--- config.mk ---
export PLATFORM = sky130hd
export DESIGN_NAME = alu_seq
export DESIGN_NICKNAME = d
export VERILOG_FILES = /design/src/rtl/alu_pkg.sv /design/src/rtl/alu_seq_mul.sv /design/src/rtl/alu_seq.sv
export SDC_FILE = /design/constraint.sdc
export NUM_CORES = 1
export LEC_CHECK = 0
export ABC_CLOCK_PERIOD_IN_PS = 4900
export BUFFER_PORTS_ARGS = -buffer_cell sky130_fd_sc_hd__buf_2
export CORE_UTILIZATION = 60
export DETAILED_ROUTE_END_ITERATION = 7
export GPL_TIMING_DRIVEN = 1
export HOLD_SLACK_MARGIN = 0.15
export PLACE_DENSITY = 0.82
export SLEW_MARGIN = 20
export SYNTH_ARGS = -nofsm -noshare
export SYNTH_HDL_FRONTEND = slang
export SYNTH_HIERARCHICAL = 1
export SYNTH_SLANG_ARGS = --single-unit
export TNS_END_PERCENT = 1
--- constraint.sdc ---
create_clock -name clk -period 4.9 [get_ports clk]
set_input_delay 0 -clock clk [delete_from_list [all_inputs] [get_ports clk]]
set_output_delay 0 -clock clk [all_outputs]
set_load 0.005 [all_outputs]
--- src/rtl/alu_pkg.sv ---
// alu_pkg -- shared definitions for the alu_seq sequential ALU.
//   state_t        : FSM state encoding (visible on curr_state/next_state)
//   OP_*           : bit positions inside the one-hot op_sel bus
//   IN_*           : bit positions inside the in_sel operand-control bus
//   is_onehot()    : legality test for op_sel
package alu_pkg;

  typedef enum logic [1:0] {
    ST_OFF  = 2'b00,
    ST_IDLE = 2'b01,
    ST_EXEC = 2'b10,
    ST_MULT = 2'b11
  } state_t;

  localparam int OP_W   = 7;
  localparam int OP_ADD = 6;
  localparam int OP_SUB = 5;
  localparam int OP_AND = 4;
  localparam int OP_OR  = 3;
  localparam int OP_XOR = 2;
  localparam int OP_NOT = 1;
  localparam int OP_MUL = 0;

  localparam int IN_W       = 3;
  localparam int IN_PERSIST = 2;
  localparam int IN_LOAD    = 1;
  localparam int IN_CLEAR   = 0;

  // Exactly one bit set; an all-zero vector is not one-hot.
  function automatic logic is_onehot(input logic [OP_W-1:0] v);
    return (v != '0) && ((v & (v - OP_W'(1))) == '0);
  endfunction

endpackage

--- src/rtl/alu_seq_mul.sv ---
// alu_seq_mul -- shift-add unsigned multiplier, one multiplier bit per cycle.
//   clk, rst   : clock, synchronous active-high reset
//   start      : load a/b and begin (ignored unless issued by the owner FSM)
//   abort      : drop an in-flight product and clear all partials
//   a, b       : WIDTH-bit unsigned operands
//   done       : combinational, high in the cycle whose edge retires bit WIDTH-1
//   product    : 2*WIDTH-bit result, valid while done is high
module alu_seq_mul #(
  parameter int WIDTH = 8
) (
  input  logic                 clk,
  input  logic                 rst,
  input  logic                 start,
  input  logic                 abort,
  input  logic [WIDTH-1:0]     a,
  input  logic [WIDTH-1:0]     b,
  output logic                 done,
  output logic [2*WIDTH-1:0]   product
);

  localparam int CNT_W = (WIDTH > 1) ? $clog2(WIDTH) : 1;
  localparam logic [CNT_W-1:0] CNT_LAST = CNT_W'(WIDTH - 1);

  logic                 active;
  logic [CNT_W-1:0]     cnt;
  logic [2*WIDTH-1:0]   mcand;
  logic [2*WIDTH-1:0]   acc;
  logic [2*WIDTH-1:0]   acc_next;
  logic [WIDTH-1:0]     mplier;

  // The partial for the current bit is folded in combinationally so the
  // finished product is available on the same edge that retires the last bit.
  assign acc_next = mplier[0] ? (acc + mcand) : acc;
  assign done     = active && (cnt == CNT_LAST);
  assign product  = acc_next;

  always_ff @(posedge clk) begin
    if (rst || abort) begin
      active <= 1'b0;
      cnt    <= '0;
      acc    <= '0;
      mcand  <= '0;
      mplier <= '0;
    end else if (start) begin
      active <= 1'b1;
      cnt    <= '0;
      acc    <= '0;
      mcand  <= {{WIDTH{1'b0}}, a};
      mplier <= b;
    end else if (active) begin
      acc    <= acc_next;
      mcand  <= mcand << 1;
      mplier <= mplier >> 1;
      if (done) begin
        active <= 1'b0;
        cnt    <= '0;
      end else begin
        cnt <= cnt + CNT_W'(1);
      end
    end
  end

endmodule

--- src/rtl/alu_seq.sv ---
// alu_seq -- sequential ALU with accumulator, one-hot op select and a
// multi-cycle shift-add multiply.
//   clk, rst            : clock, synchronous active-high reset
//   on                  : block enable; low forces OFF and aborts any operation
//   start               : request, only honoured in IDLE
//   in_sel              : {persist, load, clear} operand control
//   num1, num2          : operands (A from num1 or the accumulator, B = num2)
//   op_sel              : one-hot {ADD,SUB,AND,OR,XOR,NOT,MUL}
//   out, out_hi         : registered result / accumulator, MUL high half
//   done                : one-cycle completion pulse
//   busy                : high in EXEC or MULT
//   err,carry,zero,ovf  : registered status, updated only with done
//   curr_state          : registered FSM state
//   next_state          : combinational next state
module alu_seq
  import alu_pkg::*;
#(
  parameter int WIDTH = 8
) (
  input  logic              clk,
  input  logic              rst,
  input  logic              on,
  input  logic              start,
  input  logic [IN_W-1:0]   in_sel,
  input  logic [WIDTH-1:0]  num1,
  input  logic [WIDTH-1:0]  num2,
  input  logic [OP_W-1:0]   op_sel,
  output logic [WIDTH-1:0]  out,
  output logic [WIDTH-1:0]  out_hi,
  output logic              done,
  output logic              busy,
  output logic              err,
  output logic              carry,
  output logic              zero,
  output logic              ovf,
  output logic [1:0]        curr_state,
  output logic [1:0]        next_state
);

  state_t              state_q;
  state_t              state_d;

  logic [WIDTH-1:0]    opa_q;
  logic [WIDTH-1:0]    opb_q;
  logic [OP_W-1:0]     op_q;
  logic                clr_q;

  logic [WIDTH-1:0]    a_sel;
  logic                go;
  logic                go_mul;
  logic                unused_load;

  logic                mul_done;
  logic [2*WIDTH-1:0]  mul_prod;

  logic [WIDTH:0]      sum;
  logic [WIDTH:0]      diff;
  logic [WIDTH-1:0]    exec_res;
  logic                exec_carry;
  logic                exec_ovf;

  // Signed-overflow detection: operands and result viewed as two's complement.
  function automatic logic add_ovf(input logic signed [WIDTH-1:0] a,
                                   input logic signed [WIDTH-1:0] b,
                                   input logic signed [WIDTH-1:0] r);
    return ((a < 0) == (b < 0)) && ((r < 0) != (a < 0));
  endfunction

  function automatic logic sub_ovf(input logic signed [WIDTH-1:0] a,
                                   input logic signed [WIDTH-1:0] b,
                                   input logic signed [WIDTH-1:0] r);
    return ((a < 0) != (b < 0)) && ((r < 0) != (a < 0));
  endfunction

  // A comes from the accumulator when persist is set; otherwise num1 is used,
  // which covers both an explicit load and the all-zero in_sel code, so the
  // load bit itself carries no extra information.
  assign a_sel       = in_sel[IN_PERSIST] ? out : num1;
  assign unused_load = in_sel[IN_LOAD];

  assign go     = on && start && (state_q == ST_IDLE);
  // Clear outranks the op, so a cleared MUL takes the single-cycle EXEC path.
  assign go_mul = go && !in_sel[IN_CLEAR] && is_onehot(op_sel) && op_sel[OP_MUL];

  alu_seq_mul #(.WIDTH(WIDTH)) u_mul (
    .clk     (clk),
    .rst     (rst),
    .start   (go_mul),
    .abort   (!on),
    .a       (a_sel),
    .b       (num2),
    .done    (mul_done),
    .product (mul_prod)
  );

  always_comb begin
    state_d = state_q;
    if (!on) begin
      state_d = ST_OFF;
    end else begin
      case (state_q)
        ST_OFF:  state_d = ST_IDLE;
        ST_IDLE: if (start) state_d = go_mul ? ST_MULT : ST_EXEC;
        ST_EXEC: state_d = ST_IDLE;
        ST_MULT: if (mul_done) state_d = ST_IDLE;
        default: state_d = ST_OFF;
      endcase
    end
  end

  assign curr_state = state_q;
  assign next_state = state_d;
  assign busy       = (state_q == ST_EXEC) || (state_q == ST_MULT);

  // Single-cycle datapath, evaluated from the operands latched at start.
  always_comb begin
    sum        = {1'b0, opa_q} + {1'b0, opb_q};
    diff       = {1'b0, opa_q} - {1'b0, opb_q};
    exec_res   = '0;
    exec_carry = 1'b0;
    exec_ovf   = 1'b0;
    if (op_q[OP_ADD]) begin
      exec_res   = sum[WIDTH-1:0];
      exec_carry = sum[WIDTH];
      exec_ovf   = add_ovf(opa_q, opb_q, sum[WIDTH-1:0]);
    end else if (op_q[OP_SUB]) begin
      exec_res   = diff[WIDTH-1:0];
      exec_carry = diff[WIDTH];          // borrow: A < B unsigned
      exec_ovf   = sub_ovf(opa_q, opb_q, diff[WIDTH-1:0]);
    end else if (op_q[OP_AND]) begin
      exec_res = opa_q & opb_q;
    end else if (op_q[OP_OR]) begin
      exec_res = opa_q | opb_q;
    end else if (op_q[OP_XOR]) begin
      exec_res = opa_q ^ opb_q;
    end else if (op_q[OP_NOT]) begin
      exec_res = ~opa_q;
    end
  end

  // Operand capture: data only, no reset needed.
  always_ff @(posedge clk) begin
    if (go) begin
      opa_q <= a_sel;
      opb_q <= num2;
      op_q  <= op_sel;
      clr_q <= in_sel[IN_CLEAR];
    end
  end

  always_ff @(posedge clk) begin
    if (rst) begin
      state_q <= ST_OFF;
      out     <= '0;
      out_hi  <= '0;
      done    <= 1'b0;
      err     <= 1'b0;
      carry   <= 1'b0;
      zero    <= 1'b0;
      ovf     <= 1'b0;
    end else begin
      state_q <= state_d;
      done    <= 1'b0;
      if (on && (state_q == ST_EXEC)) begin
        done <= 1'b1;
        if (clr_q) begin
          out    <= '0;
          out_hi <= '0;
          err    <= 1'b0;
          carry  <= 1'b0;
          zero   <= 1'b1;
          ovf    <= 1'b0;
        end else if (!is_onehot(op_q)) begin
          // Illegal op: flag it, leave result and other status untouched.
          err <= 1'b1;
        end else begin
          out    <= exec_res;
          out_hi <= '0;
          err    <= 1'b0;
          carry  <= exec_carry;
          zero   <= (exec_res == '0);
          ovf    <= exec_ovf;
        end
      end else if (on && (state_q == ST_MULT) && mul_done) begin
        done   <= 1'b1;
        out    <= mul_prod[WIDTH-1:0];
        out_hi <= mul_prod[2*WIDTH-1:WIDTH];
        err    <= 1'b0;
        carry  <= 1'b0;
        zero   <= (mul_prod == '0);
        ovf    <= (mul_prod[2*WIDTH-1:WIDTH] != '0);
      end
    end
  end

endmodule

Word level (Yosys, flattened, before mapping)
Cells that the tools add are included.

Bits in registers: 91. Input port bits: 30. Word-level logic and storage cells: 123. Output and inout bits: 26.

$lt $le $gt $ge: 4. Add/sub/neg operators: 6. Bitwise logic cells: 6. Equality and inequality tests: 9. Muxes and demuxes: 50. Reduce and logical (&&, ||, !) cells: 30.

Operator list (count): 2-to-1 mux 8 bit (19); < comparator 8 x 1 -> 1 bit, second input constant (4); 2-to-1 mux 1 bit (25); adder 16 bit (1); zero test 16 bit (1); 2-to-1 mux 16 bit (1); bitwise AND 7 bit (2); zero test 7 bit (2); nonzero test 7 bit (2); subtractor 7 x 1 -> 7 bit, second input constant (2); logical AND 1 bit (13); adder 8 x 8 -> 9 bit (1); subtractor 8 x 8 -> 9 bit (1); bitwise AND 8 bit (1); zero test 8 bit (1); NOT 8 bit (1); OR 8 bit (1); nonzero test 8 bit (1); bitwise XOR 8 bit (1); 2-to-1 mux 2 bit (3); case mux 2 bit (3 select lines) (1); equality test 2 bit, second input constant (2); nonzero test 2 bit (2); OR reduction 2 bit (2); 11 further kinds (15).

Depth between registers and ports, before layout
Gate-level depths: netlist of run 1.

Depth in word-level cells: 11. Depth in mapped cells: 16. Gate-level depth less buffers: 16.

Cells and area by module
The synthesis of run 1 kept the hierarchy.

Modules (own cells, without submodules): alu_seq (area an instance 3236.9 um^2, instances 1, cells an instance 343, seq. area each 1181.1 um^2); alu_seq_mul (area an instance 2582.5 um^2, instances 1, cells an instance 307, seq. area each 880.8 um^2).

Least setup slack after synthesis of run 1
Ideal clock, no wire load.

Path type: register -> register. Start: reg u_mul.mcand[0]. End: reg zero. Period minus slack after synthesis: 3471 ps. Setup time: 73 ps. Setup slack: 1429 ps. Data arrival time: 3398 ps. Buffers on the path: 0. Required time: 4827 ps. Stages on the path, launching flop included: 17. Cell sequence: dfxtp_1 ha_1 fa_1 a211oi_1 o21ai_1 a31o_2 a21oi_1 o21ai_1 xor2_1 mux2_2 nor4_1 nand4_1 a31oi_1 o21ai_1 nor2_1 o31ai_1 o22ai_2.

Cells in the longest elaborated chain, start to end: 5.

RTL lines: from (decl) (line alu_seq_mul.sv:26) `logic [2*WIDTH-1:0] mcand;`; from (signal assigned) (line alu_seq_mul.sv:48) `mcand <= {{WIDTH{1'b0}}, a};`; from (signal assigned) (line alu_seq_mul.sv:52) `mcand <= mcand << 1;`; adder 16 bit (line alu_seq_mul.sv:33) `assign acc_next = mplier[0] ? (acc + mcand) : acc;`; 2-to-1 mux 16 bit (line alu_seq_mul.sv:33); named net mul_prod[14] (line alu_seq.sv:54) `logic [2*WIDTH-1:0] mul_prod;`; zero test 16 bit (line alu_seq.sv:190) `zero <= (mul_prod == '0);`; 2-to-1 mux 1 bit (line alu_seq.sv:184) `end else if (on && (state_q == ST_MULT) && mul_done) begin`; 2-to-1 mux 1 bit (line alu_seq.sv:164) `if (on && (state_q == ST_EXEC)) begin`; to (signal assigned) (line alu_seq.sv:181) `zero <= (exec_res == '0);`; to (signal assigned) (line alu_seq.sv:190); to (decl) (line alu_seq.sv:34) `output logic zero,`.

The timed path passes the listed nets, and every way through them passes these cells. The select of a mux whose other input is x is not followed. A chain may end at the register's enable or synchronous reset.

Worst setup path in the final report of run 1
Ends and elaborated chain as after synthesis.

==> results_dict.tcl, run 1 <==
set metrics [dict create \
    internal-power_w 0.00103 \
    min_period_ns 3.92 \
    cp_top_family "compound AO/OA/AOI/OAI gates" \
    portBuffers 54 \
    power.switching_w 0.000381 \
    worstPathMaxFanout 3 \
    worstPathRequired_ns 5.21 \
    critPathBufInv 0 \
    rsz0062_at_grt "no" \
    synth-async-reset-ratio_pct 0 \
    grt_max_degree 38 \
    gr-total-overflow 0 \
    finalWirelength_microns 15300 \
    drc 0 \
    hold_ws_ns 0.157 \
    slew_viol_final 0 \
    num_vias 5242 \
    fin_ws_ns 0.977 \
    hold_path_depth 2 \
    cp_common_cell "o21ai_1" \
    peakVddDrop_mv 0.184 \
    seq_power_share_pct 55.8 \
    first_pass_iters 5 \
    ys_warn_count 6 \
    post_cts_buffers 0 \
    htreeDepth 3 \
    syn2layout_area_growth_pct 12.7 \
    grt_pass1_wl_microns 25000 \
    fmax_ghz 0.255 \
    rows 35 \
    synthCells 650 \
    leakage_nw 2.68 \
    worstHoldPathType "input pin to register" \
    synth_top_family_by_area "compound AO/OA/AOI/OAI gates" \
    die-area_sq_um 10100 \
    tightestPinTransition_ns 1.03 \
    clkPwrFrac_pct 36.4 \
    path_cells "ha_1 > fa_1 > a211oi_1 > o21ai_1 > a31o_2 > a21oi_1 > o21ai_1 > xor2_1 > mux2_2 > nor4_1 > nand4_1 > a31oi_1 > o21ai_1 > nor2_1 > o31ai_1 > o22ai_2" \
    hold_viol_final 0 \
    antenna_found_initial 0 \
    post_cts_resized 0 \
    start_util_pct 62.4 \
    rr_startpoint "u_mul/mcand[0]$_SDFFE_PP0P_" \
    dp_hpwl_microns 10700 \
    rr_worst_depth 16 \
    slew_headroom_pct 31.5 \
    hold_end "opa_q[7]$_DFFE_PP_" \
    hp-start "in_sel[2]" \
    synth_cell_types 74 \
    cts_tree "done" \
    drive_gt1_share_pct 16.5 \
    start_kind "register" \
    syn_area_per_cell_sq_um 8.95 \
    dp_slack_ns 1.02 \
    synth-main-ff-cell "dfxtp_1" \
    yosysSeqAreaShare_pct 35.4 \
    fin_crit_sh_pct 80.1 \
    status "complete, no violations" \
    path_depth 16 \
    via_per_inst 6.23 \
    synth_adder_area_share_pct 9.85 \
    clock_latency_ns 0.38 \
    r2r_end "zero$_SDFFE_PP0P_" \
    ff2ff_setup_slack_ns 0.98 \
    setup_violations 0 \
    numCtsBuffers 9 \
    antenna_cells 0 \
    cts.sinks 91 \
    gp_congestion 0.921 \
    root_buffer "clkbuf_8" \
    synth-simple-area-share_pct 16.5 \
    chipHeight_microns 100 \
    ant_nets 0 \
    clk_pin_slew_ns 0.10 \
    arrival_ns 4.23 \
    synth_edf_count 24 \
    swShare_pct 27.1 \
    synthMuxAreaShare_pct 8.84 \
    fin_skew_ns 0.0112 \
    max-cap-violations 0 \
    ys_seq_elements 91 \
    critPathCaptureType "register" \
    synth_compound_area_share_pct 21.0 \
    p_per_area_nw_per_um2 215 \
    grt_usage_pct 31.6 \
    cp_slowest_cell "fa_1" \
    p_comb_share_pct 7.8 \
    wl_per_cell_microns 18.2 \
    tns_ns 0 \
    fp.dieW_microns 100 \
    max_stage_delay_ns 0.49 \
    layout.nets 782 \
    drtIter0Drc 411 \
    clock_path_buffers 2 \
    worst-setup-path-type "register to register" \
    syn_area_sq_um 5820 \
    core_area_sq_um 9330 \
    hold_buffers 28 \
    pin_count 56 \
    synthesis.nets 724 \
    synth-xor-area-share_pct 3.01 \
    grt_pass1_vias 5138 \
]
[power groups by stage]
stage | sequential [W] | clock, W | combinational (W)
final | 0.000785 | 0.000512 | 0.000109
after global placement | 0.000802 | 0 | 0.0000869
after detailed placement | 0.000802 | 0 | 0.0000887
after CTS | 0.000785 | 0.000510 | 0.000106
after global routing | 0.000786 | 0.000550 | 0.000119
after floorplan | 0.000797 | 0 | 0.0000613
[routing by layer]
metal	routed length, microns	up-vias	GRT usage, %
li1	-	2474	-
met1	6540	2505	40.4
met2	7300	221	53.3
met3	1030	42	5.55
met4	439	0	12.4
met5	0	-	0
[cells in the mapped netlist, types with 3 or more instances]
library cell,count,area share (%)
buf_1,6,0.39
ha_1,41,8.8
inv_1,34,2.2
nor2b_1,6,0.65
mux2_2,19,3.7
a22oi_1,3,0.39
clkbuf_1,18,1.2
xor2_1,5,0.75
o31ai_1,3,0.39
o21bai_1,5,0.65
a21o_1,5,0.65
buf_2,8,0.69
a211o_1,3,0.45
nand3_1,18,1.5
nor3_1,13,1.1
fa_1,3,1.0
or3_1,3,0.32
or2_2,3,0.32
nor4_1,8,0.86
a31oi_1,7,0.75
dfxtp_1,67,23
o21ai_0,12,1.0
xnor2_1,15,2.3
a221oi_1,8,1.2
nor2_1,87,5.6
o21ai_1,4,0.34
nand4_1,3,0.32
a211oi_1,11,1.4
a21oi_1,66,5.7
edfxtp_1,24,12
nand2_1,41,2.6
mux2i_1,30,5.2
and2_1,3,0.32
a21oi_2,3,0.45
nor3b_1,4,0.52
and3_1,3,0.32
o211ai_1,4,0.52
a221o_1,7,1.2
[through the flow]
stage | util (%) | power (W) | instances | area [sq um]
floorplan | - | 0.000858 | 650 | 5820
global placement | 65.2 | 0.000889 | 798 | 6080
detailed placement | 65.2 | 0.000891 | 798 | 6080
CTS | 70.3 | 0.00140 | 842 | 6560
global route | 70.3 | 0.00145 | 842 | 6560
finish | 70.3 | 0.00141 | 842 | 6560
[final cells by class]
type                       instances  area (sq um)
clock buffer                       9           124
clock inverter                     7          72.6
fill                             707          2770
inverter                          34           128
multi-input combinational        488          3440
sequential                        91          2060
tap                              129           161
timing repair buffer              84           566
[cell usage in the layout (no fill, tap or decap), types with 5 or more instances in the layout]
master / count
o21bai_1: 5
ha_1: 41
a31oi_1: 7
a221oi_1: 8
nor2_1: 87
buf_2: 54
a221o_1: 7
nor3_1: 13
dfxtp_1: 66
mux2_2: 19
a21oi_1: 66
xor2_1: 5
nand3_1: 18
o21ai_0: 12
edfxtp_1: 24
clkbuf_8: 9
nor2b_1: 6
xnor2_1: 15
a21o_1: 5
nand2_1: 41
a211oi_1: 11
nor4_1: 8
inv_1: 34
mux2i_1: 30
dlygate4sd3_1: 28
[registers in the layout, indices dropped and copies added, names as in the netlist, 2 cells and up]
signal / flops
u_mul/mplier: 8
curr_state: 2
opb_q: 8
opa_q: 8
out: 8
u_mul/cnt: 3
op_q: 7
u_mul/acc: 16
u_mul/mcand: 16
out_hi: 8
[cell families (layout without fill, tap and decap cells)]
logic type	after synthesis	after routing
AOI/OAI and AO/OA	172	172
and+or+nand+nor	203	203
adders and majority gates	44	44
muxes	49	49
buffers and inverters	71	134
DFF	91	91
xor gates and xnor gates	20	20
[worst max-delay path by stage]
| stage | from | endpoint | slack [ns] |
|---|---|---|---|
| 2_1_floorplan | u_mul/mcand[0]$_SDFFE_PP0P_ | zero$_SDFFE_PP0P_ | 1.43 |
| 3_3_place_gp | u_mul/mcand[0]$_SDFFE_PP0P_ | zero$_SDFFE_PP0P_ | 1.05 |
| 3_5_place_dp | u_mul/mcand[0]$_SDFFE_PP0P_ | zero$_SDFFE_PP0P_ | 1.02 |
| 4_1_cts | u_mul/mcand[0]$_SDFFE_PP0P_ | zero$_SDFFE_PP0P_ | 0.99 |
| 5_1_grt | u_mul/mcand[0]$_SDFFE_PP0P_ | zero$_SDFFE_PP0P_ | 0.59 |
| 6_report | u_mul/mcand[0]$_SDFFE_PP0P_ | zero$_SDFFE_PP0P_ | 0.98 |
(Power assumes the default switching activity.)
==> inputs of run 2 (changes only) <==
ABC_AREA = 1   (was unset)
ABC_CLOCK_PERIOD_IN_PS = 3500   (was 4900)
CORE_UTILIZATION = 55   (was 60)
PLACE_DENSITY = 0.79   (was 0.82)
clock period = 3.5 ns   (was 4.9 ns; I/O delays follow)
==> run 2 against run 1 <==
  * Count of clock-buffer cells in the layout increased by 2
  * Maximum frequency grew 48%
  * Total power is 43% higher
  * Wire length up 5.7%
  * Combinational power rose by 39%
  * First-iteration DRC count is 23% higher
  * Global-route usage shrank 2.8 points
  * Hold slack better by 0.043 ns
  * Final cell count rose by 29%
  * Critical path type unchanged
  * Highest routed layer unchanged
==> results_dict.tcl, run 2 <==
set metrics [dict create \
    status "complete, no violations" \
    layout.nets 1013 \
    synthTopCellsByCount "nand2_1, inv_1, nor2_1" \
    max-cap-violations 0 \
    min_period_ns 2.65 \
    grt_max_degree 38 \
    core_area_sq_um 10900 \
    gr-total-overflow 0 \
    synth_cell_types 53 \
    ant_nets 0 \
    syn_area_per_cell_sq_um 7.10 \
    ys_seq_elements 91 \
    antenna_found_initial 1 \
    slew_viol_final 0 \
    peakVddDrop_mv 0.223 \
    hold_viol_final 0 \
    netlist.area_leader.share_pct 21.7 \
    num_vias 5892 \
    post_cts_buffers 0 \
    start_util_pct 56.9 \
    grt_pass1_vias 5436 \
    hold_ws_ns 0.200 \
    fp.dieW_microns 108 \
    chipHeight_microns 108 \
    cp_slowest_cell "fa_1" \
    worstPathMaxFanout 4 \
    syn_area_sq_um 6190 \
    cts_tree "done" \
    hold_buffers 28 \
    power_w 0.00201 \
    gp_congestion 0.945 \
    ys_warn_count 6 \
    arrival_ns 2.95 \
    slew_headroom_pct 56.0 \
    synth_edf_count 24 \
    wl_per_cell_microns 14.9 \
    synth_top_cell_by_area "dfxtp_1" \
    path_cells "ha_1 > fa_1 > nand2_2 > nand2_2 > nand3b_1 > nand2_2 > nand2_1 > nand3_1 > nand3_1 > nand2_1 > nor4_1 > and2_1 > nand3_1 > nor2_1 > nor2_1 > a21oi_2" \
    first_pass_iters 5 \
    leakage_nw 3.42 \
    start_kind "register" \
    finalWirelength_microns 16200 \
    post_cts_resized 0 \
    clock_path_buffers 2 \
    clock_latency_ns 0.37 \
    critPathCaptureType "register" \
    numCtsBuffers 9 \
    syn2layout_area_growth_pct 12.7 \
    reg.largest.list "u_mul/acc x16, u_mul/mcand x16" \
    via_per_inst 5.43 \
    synthesis.nets 946 \
    layout_common_cells "nand2_1, inv_1, nor2_1" \
    fin_skew_ns 0.0160 \
    post-synth-top-count-cell "nand2_1" \
    fin_crit_sh_pct 75.7 \
    grt_pass1_wl_microns 26300 \
    critPathBufInv 0 \
    worstHoldPathType "input pin to register" \
    worst-setup-path-type "register to register" \
    worstPathRequired_ns 3.80 \
    portBuffers 54 \
    tns_ns 0 \
    ys_top_cells_by_area "dfxtp_1, nand2_1, edfxtp_1" \
    synthCells 872 \
    root_buffer "clkbuf_8" \
    rows 38 \
    final_util_pct 64.1 \
    layout_commonest_cell "nand2_1" \
    setup_violations 0 \
    grt_usage_pct 28.8 \
    yosysSeqAreaShare_pct 33.3 \
    fmax_ghz 0.377 \
    rsz0062_at_grt "no" \
    clk_pin_slew_ns 0.10 \
    synth-main-ff-cell "dfxtp_1" \
    die-area_sq_um 11700 \
    dp_cells 1040 \
    p_per_area_nw_per_um2 289 \
    cp_top_family "simple AND/OR/NAND/NOR gates" \
    drive_gt1_share_pct 15.3 \
    cts.sinks 91 \
    tightestPinTransition_ns 0.657 \
    finalNonFillerCells 1085 \
    drc 0 \
    drtIter0Drc 506 \
    max_stage_delay_ns 0.47 \
    pin_count 56 \
    synth-async-reset-ratio_pct 0 \
    dp_hpwl_microns 11600 \
    htreeDepth 3 \
]
-- run 2: report_power, final --
group          switching [W]  leakage (nW)  internal, W
Combinational      0.0000867          2.55    0.0000652
Clock               0.000388         0.110     0.000377
Sequential         0.0000104         0.759      0.00109
Total               0.000485          3.42      0.00153
-- run 2: cell type report --
cell class | count | area (sq um)
clock inverter | 5 | 57.6
fill | 952 | 3910
inverter | 121 | 457
antenna | 1 | 2.50
tap | 140 | 175
timing repair buffer | 87 | 588
sequential | 91 | 2060
multi-input combinational | 629 | 3480
clock buffer | 11 | 153
-- run 2: cells by family (layout without fill, tap and decap cells) --
| kind of cell | count (synthesis) | in the layout | synth area share [%] |
|---|---|---|---|
| AND/OR/NAND/NOR | 425 | 425 | 30.5 |
| buffers and inverters | 152 | 224 | 10.4 |
| AO/OA/AOI/OAI | 145 | 145 | 14.1 |
| flip-flops | 91 | 91 | 33.3 |
| adder cells (fa/ha/maj) | 44 | 44 | 9.26 |
| XOR/XNOR | 9 | 9 | 1.27 |
| multiplexers | 6 | 6 | 1.09 |
| other | 0 | 1 | 0 |
-- run 2: through the flow --
stage / setup slack (ns) / area, sq um
after floorplan: 0.639 / 6190
after global placement: 0.925 / 6490
after detailed placement: 0.904 / 6490
after CTS: 0.860 / 6980
after global routing: 0.612 / 6980
final: 0.850 / 6980
-- run 2: worst paths after layout --
kind	cells past startpoint	slack (ns)	end	startpoint
hold reg to reg	2	0.47	u_mul/cnt[2]$_SDFFE_PP0P_	u_mul/cnt[2]$_SDFFE_PP0P_
hold / removal	2	0.20	opa_q[5]$_DFFE_PP_	in_sel[2]
setup / recovery	16	0.85	zero$_SDFFE_PP0P_	u_mul/mcand[0]$_SDFFE_PP0P_
setup reg to reg	16	0.85	zero$_SDFFE_PP0P_	u_mul/mcand[0]$_SDFFE_PP0P_
-- run 2: per-layer routing --
metal / GRT usage [%] / share of wire, % / wire length, microns / up-vias
li1: - / - / - / 2993
met1: 36.5 / 44 / 7090 / 2653
met2: 47.0 / 47 / 7580 / 195
met3: 4.82 / 5.2 / 837 / 51
met4: 15.2 / 4.1 / 670 / 0
met5: 0 / 0 / 0 / -
==> inputs of run 3 (changes only) <==
ABC_CLOCK_PERIOD_IN_PS = 2400   (was 3500)
clock period = 2.4 ns   (was 3.5 ns; I/O delays follow)
==> run 3 against run 2 <==
  * First-iteration DRC count up 14%
  * Critical path depth grew 2
  * Global-route usage is 1.3 points higher
  * Register-to-register slack worse by 0.89 ns
  * Worst setup slack lost 0.89 ns
  * The run now ends with setup timing left
  * Maximum frequency rose by 8.4%
  * Total power increased by 42%
  * Wire length is 5.5% higher
  * Flip-flop and latch count unchanged
  * Sequential power rose by 45%
==> results_dict.tcl, run 3 (synthesis gave the netlist of run 2 again) <==
set metrics [dict create \
    tightestPinTransition_ns 0.599 \
    grt_pass1_wl_microns 27200 \
    grt_max_degree 32 \
    status "complete, but fails checks" \
    core_area_sq_um 10900 \
    slew_headroom_pct 59.7 \
    pin_count 56 \
    die-area_sq_um 11700 \
    finalWirelength_microns 17100 \
    drive_gt1_share_pct 21.9 \
    path_cells "ha_4 > fa_2 > nand2_2 > nand2_2 > and2_4 > nand2_2 > nand2_2 > xor2_1 > nand2_1 > buf_4 > buf_4 > buf_4 > buf_4 > buf_4 > buf_4 > nand3_1 > nand2_1 > inv_1" \
    gr-total-overflow 0 \
    antenna_found_initial 1 \
    worstPathMaxFanout 3 \
    clock_path_buffers 2 \
    setup_violations 2 \
    tns_ns -0.0776 \
    leakage_nw 3.54 \
    p_per_area_nw_per_um2 386 \
    cp_slowest_cell "fa_2" \
    hold_ws_ns 0.153 \
    layout.nets 1041 \
    peakVddDrop_mv 0.305 \
    drc 0 \
    fin_skew_ns 0.0126 \
    cts.sinks 91 \
    wl_per_cell_microns 15.3 \
    rsz0062_at_grt "yes" \
    critPathCaptureType "register" \
    numCtsBuffers 9 \
    met3_usage_pct 4.70 \
    met1_usage_pct 37.6 \
    portBuffers 54 \
    placed_area_sq_um 6640 \
    grt_pass1_vias 5704 \
    rows 38 \
    clkPwrFrac_pct 36.3 \
    fmax_ghz 0.409 \
    swShare_pct 24.9 \
    dp_cells 1060 \
    postLayoutCellArea_sq_um 7420 \
    cts_tree "done" \
    hold_path_depth 2 \
    finalNonFillerCells 1113 \
    critPathBufInv 7 \
    drtIter0Drc 577 \
    max_stage_delay_ns 0.37 \
    fp.dieW_microns 108 \
    path_depth 18 \
    hold_viol_final 0 \
    root_buffer "clkbuf_8" \
    via_per_inst 5.51 \
    worstPathRequired_ns 2.74 \
    clk_pin_slew_ns 0.10 \
    power.switching_w 0.000715 \
    clock_latency_ns 0.38 \
    violations "setup timing" \
    max-cap-violations 0 \
    start_kind "register" \
    arrival_ns 2.78 \
    start_util_pct 56.9 \
    use_met2_pct 49.8 \
    gp_congestion 0.931 \
    cp_top_family "buffers and inverters" \
    num_vias 6137 \
    layout_common_cells "nand2_1, inv_1, nor2_1" \
    syn2layout_area_growth_pct 19.8 \
    chipHeight_microns 108 \
    cp_common_cell "buf_4" \
    dp_hpwl_microns 11800 \
    busiest_layer "met2" \
    internal-power_w 0.00215 \
    rr_worst_depth 18 \
    p_comb_share_pct 7.9 \
    worst-setup-path-type "register to register" \
    min_period_ns 2.44 \
    fin_crit_sh_pct 102 \
    reg.largest.list "u_mul/acc x16, u_mul/mcand x16" \
    fill_cells 863 \
    ant_nets 0 \
    worstHoldPathType "input pin to register" \
    fin_ws_ns -0.0440 \
    htreeDepth 3 \
    slew_viol_final 0 \
    layout_commonest_cell "nand2_1" \
    grt_usage_pct 30.2 \
    first_pass_iters 6 \
    seq_power_share_pct 55.8 \
]
-- run 3: cell types whose count changed in the layout (fill, tap and decap cells not counted), moves of 3 or more --
| cell | delta |
|---|---|
| ha_1 | -12 |
| dfxtp_1 | -11 |
| nor4_1 | -3 |
| a21oi_2 | +3 |
| nand2_1 | -6 |
| ha_4 | +12 |
| a21oi_1 | -3 |
| dfxtp_2 | +11 |
| buf_4 | +28 |
| nand2_2 | +5 |
-- run 3: what timing repair did --
| item | CTS | global route |
|---|---|---|
| buffers inserted | 6 | 2 |
| setup endpoints to repair | 2 | 4 |
| resized for setup | 11 | 36 |
| endpoints found under the hold margin | 51 | 0 |
| pin swaps | 6 | 16 |
| hold buffers | 28 | 0 |
-- run 3: power groups by stage --
stage / combinational (W) / sequential, W / clock, W
after floorplan: 0.000121 / 0.00163 / 0
final: 0.000227 / 0.00160 / 0.00104
after global routing: 0.000249 / 0.00160 / 0.00111
after detailed placement: 0.000183 / 0.00163 / 0
after CTS: 0.000219 / 0.00160 / 0.00105
after global placement: 0.000181 / 0.00163 / 0
-- run 3: metrics by stage --
stage | power, W | utilization, % | worst slack, ns
6_report | 0.00287 | 68.1 | -0.0440
2_1_floorplan | 0.00175 | - | 0.0856
3_3_place_gp | 0.00181 | 61.0 | -0.144
3_5_place_dp | 0.00182 | 61.0 | -0.185
5_1_grt | 0.00296 | 68.1 | -0.179
4_1_cts | 0.00286 | 66.3 | 0.00431
-- run 3: metal layers --
layer  part of all wire, %  up-vias
li1                      -     3043
met3                   6.4       53
met2                    47      215
met5                     0        -
met1                    42     2826
met4                   4.3        0
-- run 3: final timing paths --
check | slack (ns) | endpoint | startpoint
worst max-delay path | -0.04 | u_mul/acc[8]$_SDFFE_PP0P_ | u_mul/acc[0]$_SDFFE_PP0P_
worst min-delay path | 0.15 | opa_q[5]$_DFFE_PP_ | in_sel[2]
worst max register to register | -0.04 | u_mul/acc[8]$_SDFFE_PP0P_ | u_mul/acc[0]$_SDFFE_PP0P_
worst min register to register | 0.47 | u_mul/cnt[0]$_SDFFE_PP0P_ | u_mul/cnt[0]$_SDFFE_PP0P_
-- run 3: cell type report --
| class | count | area, sq um | area share [%] |
|---|---|---|---|
| sequential | 91 | 2080 | 28.0 |
| clock inverter | 5 | 32.5 | 0.438 |
| tap | 140 | 175 | 2.36 |
| inverter | 121 | 457 | 6.16 |
| antenna | 1 | 2.50 | 0.0337 |
| clock buffer | 11 | 163 | 2.19 |
| multi-input combinational | 629 | 3720 | 50.1 |
| timing repair buffer | 115 | 798 | 10.8 |
